==> config.mk <==
export PLATFORM = sky130hd
export DESIGN_NAME = orion_video_reader
export DESIGN_NICKNAME = d
export VERILOG_FILES = /design/src/rtl/orion_video_reader.sv
export SDC_FILE = /design/constraint.sdc
export NUM_CORES = 1
export LEC_CHECK = 0
export ABC_AREA = 1
export ABC_CLOCK_PERIOD_IN_PS = 1900
export CAP_MARGIN = 40
export CORE_MARGIN = 3
export CORE_UTILIZATION = 36
export DETAILED_ROUTE_END_ITERATION = 8
export GPL_TIMING_DRIVEN = 0
export PLACE_DENSITY = 0.53
export SLEW_MARGIN = 40
export SYNTH_ARGS = -nofsm -noshare
export SYNTH_HDL_FRONTEND = slang
export SYNTH_SLANG_ARGS = --single-unit
==> constraint.sdc <==
create_clock -name i_clk -period 1.9 [get_ports i_clk]
set_input_delay 0.38 -clock i_clk [delete_from_list [all_inputs] [get_ports i_clk]]
set_output_delay 0.38 -clock i_clk [all_outputs]
set_load 0.02 [all_outputs]
==> src/rtl/orion_video_reader.sv <==
// orion_video_reader: display-side reader of the Orion video RAM.
// Generates raster timing, fetches screen bytes (pixel plane and optional
// attribute plane) through a req/ack read port and serialises IRGB pixels.
// Optional build macro ORION_VIDEO_BORDER_EN adds i_border, which drives o_pix
// outside the active area (sampled at h==0 of each line).
//
// state | meaning
// IDLE  | waiting for an empty buffer and an enabled fetch pointer
// RD_P0 | reading the pixel byte (plane 0)
// RD_P1 | reading the attribute byte (plane 1), colour mode only
`timescale 1ns/1ps
module orion_video_reader #(
   parameter int H_ACTIVE = 384,
   parameter int H_TOTAL  = 640,
   parameter int HS_START = 424,
   parameter int HS_LEN   = 56,
   parameter int V_ACTIVE = 256,
   parameter int V_TOTAL  = 312,
   parameter int VS_START = 270,
   parameter int VS_LEN   = 4
) (
   input  logic        i_clk,
   input  logic        reset_n,
   input  logic        i_pix_ce,
   input  logic [1:0]  i_scr_sel,
   input  logic        i_color_mode,
`ifdef ORION_VIDEO_BORDER_EN
   input  logic [3:0]  i_border,
`endif
   output logic        o_rd_req,
   output logic [20:0] o_rd_addr,
   input  logic        i_rd_ack,
   input  logic [7:0]  i_rd_data,
   output logic [3:0]  o_pix,
   output logic        o_hsync,
   output logic        o_vsync,
   output logic        o_de,
   output logic        o_frame_end,
   output logic        o_underrun
);
   localparam logic [9:0] HA_W    = 10'(H_ACTIVE);
   localparam logic [9:0] HT_LAST = 10'(H_TOTAL - 1);
   localparam logic [9:0] HS_S    = 10'(HS_START);
   localparam logic [9:0] HS_E    = 10'(HS_START + HS_LEN);
   localparam logic [8:0] VA_W    = 9'(V_ACTIVE);
   localparam logic [8:0] VA_LAST = 9'(V_ACTIVE - 1);
   localparam logic [8:0] VT_LAST = 9'(V_TOTAL - 1);
   localparam logic [8:0] VS_S    = 9'(VS_START);
   localparam logic [8:0] VS_E    = 9'(VS_START + VS_LEN);
   localparam logic [5:0] NCOL_W  = 6'(H_ACTIVE / 8);

   typedef enum logic [1:0] {IDLE, RD_P0, RD_P1} state_t;
   state_t state, state_nxt;

   logic [9:0]  h;
   logic [8:0]  v, v_nxt;
   logic        de_now, hs_now, vs_now, at_ha, grp_load;
   logic [5:0]  fcol;
   logic [7:0]  frow;
   logic        fetch_en, primed, color_line;
   logic [1:0]  scr_line;
   logic [15:0] vaddr_calc, vaddr_r;
   logic        fetch_start, fill_now;
   logic [7:0]  fill_pix, fill_attr, p0_r;
   logic        buf_full;
   logic [7:0]  buf_pix, buf_attr, ld_pix, ld_attr;
   logic [7:0]  shreg, attr_r, cur_byte, cur_attr;
   logic [3:0]  pix_val, border_val;

   assign v_nxt    = (v == VT_LAST) ? 9'd0 : v + 9'd1;
   assign de_now   = (h < HA_W) && (v < VA_W);
   assign hs_now   = (h >= HS_S) && (h < HS_E);
   assign vs_now   = (v >= VS_S) && (v < VS_E);
   assign at_ha    = i_pix_ce && (h == HA_W);
   // The first line after reset has no prefetched data, so group loads wait
   // until a line has been set up at h==H_ACTIVE.
   assign grp_load = i_pix_ce && de_now && (h[2:0] == 3'd0) && primed;
   assign vaddr_calc = {~scr_line, 14'd0} + {2'b00, fcol, frow};

   // Fetch FSM state register
   always_ff @(posedge i_clk) begin
      if (!reset_n) state <= IDLE;
      else          state <= state_nxt;
   end

   // Fetch FSM next state and read-port outputs
   always_comb begin
      state_nxt   = state;
      o_rd_req    = 1'b0;
      o_rd_addr   = {5'd0, vaddr_r};
      fetch_start = 1'b0;
      fill_now    = 1'b0;
      fill_pix    = i_rd_data;
      fill_attr   = 8'h00;
      case (state)
         IDLE: begin
            if (fetch_en && (fcol < NCOL_W) && !buf_full && !at_ha) begin
               fetch_start = 1'b1;
               state_nxt   = RD_P0;
            end
         end
         RD_P0: begin
            o_rd_req = 1'b1;
            if (i_rd_ack) begin
               if (color_line) begin
                  state_nxt = RD_P1;
               end else begin
                  fill_now  = 1'b1;
                  state_nxt = IDLE;
               end
            end
         end
         RD_P1: begin
            o_rd_req  = 1'b1;
            o_rd_addr = {5'd1, vaddr_r};
            if (i_rd_ack) begin
               fill_now  = 1'b1;
               fill_pix  = p0_r;
               fill_attr = i_rd_data;
               state_nxt = IDLE;
            end
         end
         default: state_nxt = IDLE;
      endcase
   end

   // Fetch address latch, plane-0 holding byte and the one-group buffer
   always_ff @(posedge i_clk) begin
      if (!reset_n) begin
         vaddr_r  <= 16'd0;
         p0_r     <= 8'h00;
         buf_full <= 1'b0;
         buf_pix  <= 8'h00;
         buf_attr <= 8'h00;
      end else begin
         if (fetch_start) vaddr_r <= vaddr_calc;
         if ((state == RD_P0) && i_rd_ack) p0_r <= i_rd_data;
         if (grp_load) begin
            buf_full <= 1'b0;
         end else if (fill_now) begin
            buf_full <= 1'b1;
            buf_pix  <= fill_pix;
            buf_attr <= fill_attr;
         end
      end
   end

   // Fetch pointer and per-line settings, re-armed at the end of active video
   always_ff @(posedge i_clk) begin
      if (!reset_n) begin
         fcol       <= 6'd0;
         frow       <= 8'd0;
         fetch_en   <= 1'b0;
         primed     <= 1'b0;
         scr_line   <= 2'd0;
         color_line <= 1'b0;
      end else if (at_ha) begin
         fcol       <= 6'd0;
         frow       <= v_nxt[7:0];
         fetch_en   <= (v_nxt < VA_W);
         primed     <= 1'b1;
         scr_line   <= i_scr_sel;
         color_line <= i_color_mode;
      end else if (fill_now) begin
         fcol <= fcol + 6'd1;
      end
   end

   // Group source: a fill arriving in the load cycle takes priority
   always_comb begin
      ld_pix  = 8'h00;
      ld_attr = 8'h00;
      if (fill_now) begin
         ld_pix  = fill_pix;
         ld_attr = fill_attr;
      end else if (buf_full) begin
         ld_pix  = buf_pix;
         ld_attr = buf_attr;
      end
      cur_byte = grp_load ? ld_pix  : shreg;
      cur_attr = grp_load ? ld_attr : attr_r;
      if (color_line) pix_val = cur_byte[7] ? cur_attr[3:0] : cur_attr[7:4];
      else            pix_val = {4{cur_byte[7]}};
   end

`ifdef ORION_VIDEO_BORDER_EN
   logic [3:0] border_r;
   assign border_val = (h == 10'd0) ? i_border : border_r;

   // Border colour held for the whole line
   always_ff @(posedge i_clk) begin
      if (!reset_n)                        border_r <= 4'h0;
      else if (i_pix_ce && (h == 10'd0))   border_r <= i_border;
   end
`else
   assign border_val = 4'h0;
`endif

   // Raster counters, registered raster outputs and pixel shifter
   always_ff @(posedge i_clk) begin
      if (!reset_n) begin
         h           <= 10'd0;
         v           <= 9'd0;
         o_de        <= 1'b0;
         o_hsync     <= 1'b0;
         o_vsync     <= 1'b0;
         o_pix       <= 4'h0;
         o_frame_end <= 1'b0;
         o_underrun  <= 1'b0;
         shreg       <= 8'h00;
         attr_r      <= 8'h00;
      end else begin
         o_frame_end <= i_pix_ce && (h == HT_LAST) && (v == VA_LAST);
         if (grp_load && !fill_now && !buf_full) o_underrun <= 1'b1;
         if (i_pix_ce) begin
            o_de    <= de_now;
            o_hsync <= hs_now;
            o_vsync <= vs_now;
            o_pix   <= de_now ? pix_val : border_val;
            shreg   <= {cur_byte[6:0], 1'b0};
            attr_r  <= cur_attr;
            if (h == HT_LAST) begin
               h <= 10'd0;
               v <= v_nxt;
            end else begin
               h <= h + 10'd1;
            end
         end
      end
   end
endmodule
==> metrics.txt <==
Place WS=-0.545 ns; Reg2Reg Setup Slack=0.10 ns; CP Launch Type=flip-flop; #FFs+latches synth=~110; Synth Flop Type=dfxtp_1; WP data required=~1.5 ns; RSZ-0062 raised after global routing=yes; CTS Root Cell=clkbuf_16; drt drc=0; layout cell share with drive strength beyond 1=16.0%; Tmin final=1.81 ns; Routed Antenna Nets=0; worst min path class=in2reg; nets@finish=699; Yosys Warn Count=0; worst vdd ir=about 470 uV; status=finished, final reports clean; Final Skew=0.00527 ns; # rows=41; CP Class=reg2out; Synth area leader=dfxtp_1; Synth top cells by count=nand2_1 (109), dfxtp_1 (105), inv_1 (64), a21oi_1 (62), nor2_1 (57); worst setup margin=roughly 0.093 ns; DR iter-0 viols=roughly 220; largest net degree at the start of global routing=18; clk slew on worst S/H paths=0.07 ns; worst-path fanout max=4; post-synthesis cell count=614; synthesized area per cell=7.67 um2; overall routing resource usage=18.4%; Die H=120 um; CTS Buf Count=9; initial core utilization=between 30% and 40%; synthesized area=around 4700 um2; worst skew pair latency=roughly 0.36 ns; clock sinks=~110; via count=4266; Post-DP HPWL=9260 um; Initial DRT Pass Iterations=4; total number of H-tree levels=3; relative slew slack=52.9%; Overall Power=4640 uW; Detailed Route WL=12700 um; Hold Buf Count CTS=0; nature of the critical path endpoint=primary output; Slew @ Worst Pin=a little over 0.7 ns; static leakage=0.00221 uW; routed len/inst=14.9 um; TritonCTS clock tree=built; die width=120 um; clock tree buffer depth=2; post-synth top area share=44.6%; Cell variety after synth=43; Max Freq=0.553 GHz; Arr. time, crit path=1.43 ns; Area contributors post-synth=dfxtp_1 (45%), nand2_1 (8.7%), a21oi_1 (6.6%), o21ai_0 (5.3%), inv_1 (5.1%); Final GP Congestion=between 0.8 and 0.9; Layout area overhead=27.2%; initial antenna violation count=0; Final Hold Fails=0; final cycle utilization of the critical path=95.1%; Core ar.=12700 um2; GRT overflow=0; DR vias/cell=5.00; Final Max Tran Viols=0; number of diodes=0; endpoints failing setup=0; first-pass GRT wire length=between 20000 and 25000 um; max cap viols=0; cell with the most instances after synthesis=nand2_1; sequential cell area fraction in the yosys report=between 40% and 50%; Pwr per Cell Area=775 nW/um2; Async SR Flop Fraction=0%; vias in the first global route=4186; io pins=46; EDFF count, synth=0; PortBufs=40; DIE AREA=14500 um2
path summary, 6_finish.rpt:
check | cells past startpoint | to | from
worst max-delay path | 3 | o_rd_req | state[0]
worst min-delay path | 3 | h[0] | i_pix_ce
worst max register to register | 13 | o_pix[1] | state[0]
worst min register to register | 1 | vaddr_r[14] | scr_line[0]
registers in the layout (all words and copies together) (netlist names), 2 cells and up:
signal / flops
buf_pix: 8
h: 10
fcol: 6
shreg: 7
vaddr_r: 16
state: 2
o_pix: 4
buf_attr: 8
scr_line: 2
frow: 8
attr_r: 8
p0_r: 8
v: 9
final cells by class:
class / count / area, um2
well taps: 172 / 215
clock inverters: 6 / 116
multi-input cells: 410 / 2360
plain buffers: 30 / 205
flip-flops and latches: 105 / 2110
clock buffers: 10 / 229
fillers: 1299 / 6730
inverters: 71 / 273
repair buffers: 49 / 479
cell usage in the layout, fill, tap and decap left out, types with 9 or more instances in the layout:
master	instances
nand2_1	108
dfxtp_1	100
a21oi_1	61
inv_1	59
nor2_1	54
o21ai_0	36
clkdlybuf4s50_1	36
nand3_1	20
buf_4	15
o22ai_1	15
o21ai_1	13
clkbuf_1	10
a21oi_2	10
inv_2	9
nor3_1	9
clkbuf_16	9
metal layers:
| layer | up-vias | global-route usage (%) | wire (um) |
|---|---|---|---|
| met3 | 12 | 4.63 | 433 |
| met1 | 2021 | 25.3 | 6170 |
| li1 | 2155 | - | - |
| met4 | 0 | 4.46 | 196 |
| met2 | 78 | 29.2 | 5940 |
| met5 | - | 0 | 0 |
power by group:
group	switching [uW]	total, uW	leakage, uW	internal (uW)
clock	858	2150	0.000167	1300
sequential	8.47	2220	0.000849	2210
combinational	174	270	0.00119	95.8
total	1040	4640	0.00221	3600
kinds of logic (layout without fill, tap and decap cells):
logic type	count (synthesis)	in the layout	share of synthesized area, %
AOI/OAI and AO/OA	160	160	19.6
xor gates and xnor gates	6	6	1.12
adders and majority gates	8	8	2.13
buffers and inverters	102	166	9.46
DFF	105	105	44.6
muxes	1	1	0.213
other	1	4	0.0796
and+or+nand+nor	231	231	22.8
worst max-delay path: stages, from the launching register on:
cell and delay, ns:
dfxtp_4 0.38, inv_2 0.07, ha_4 0.32, clkdlybuf4s15_1 0.31
what timing repair did:
item / 4_1_cts / 5_1_grt
gates resized for setup: 19 / 63
buffers inserted: 2 / 8
endpoints found under the setup margin: 27 / 55
pin swaps: 2 / 8
per-stage QoR:
step | util, % | hold WS [ns] | area, um2 | TNS (ns) | cells
global placement | 41.9 | 0.423 | 5340 | -24.62 | 829
CTS | 45.1 | 0.442 | 5740 | -0.00787 | 847
global route | 47.1 | 0.426 | 5990 | -0.0434 | 853
floorplan | - | 0.406 | 4720 | 0 | 617
detailed placement | 41.9 | 0.431 | 5340 | -25.54 | 829
finish | 47.1 | 0.402 | 5990 | 0 | 853
Note: power is estimated with default switching activity, not from simulation.
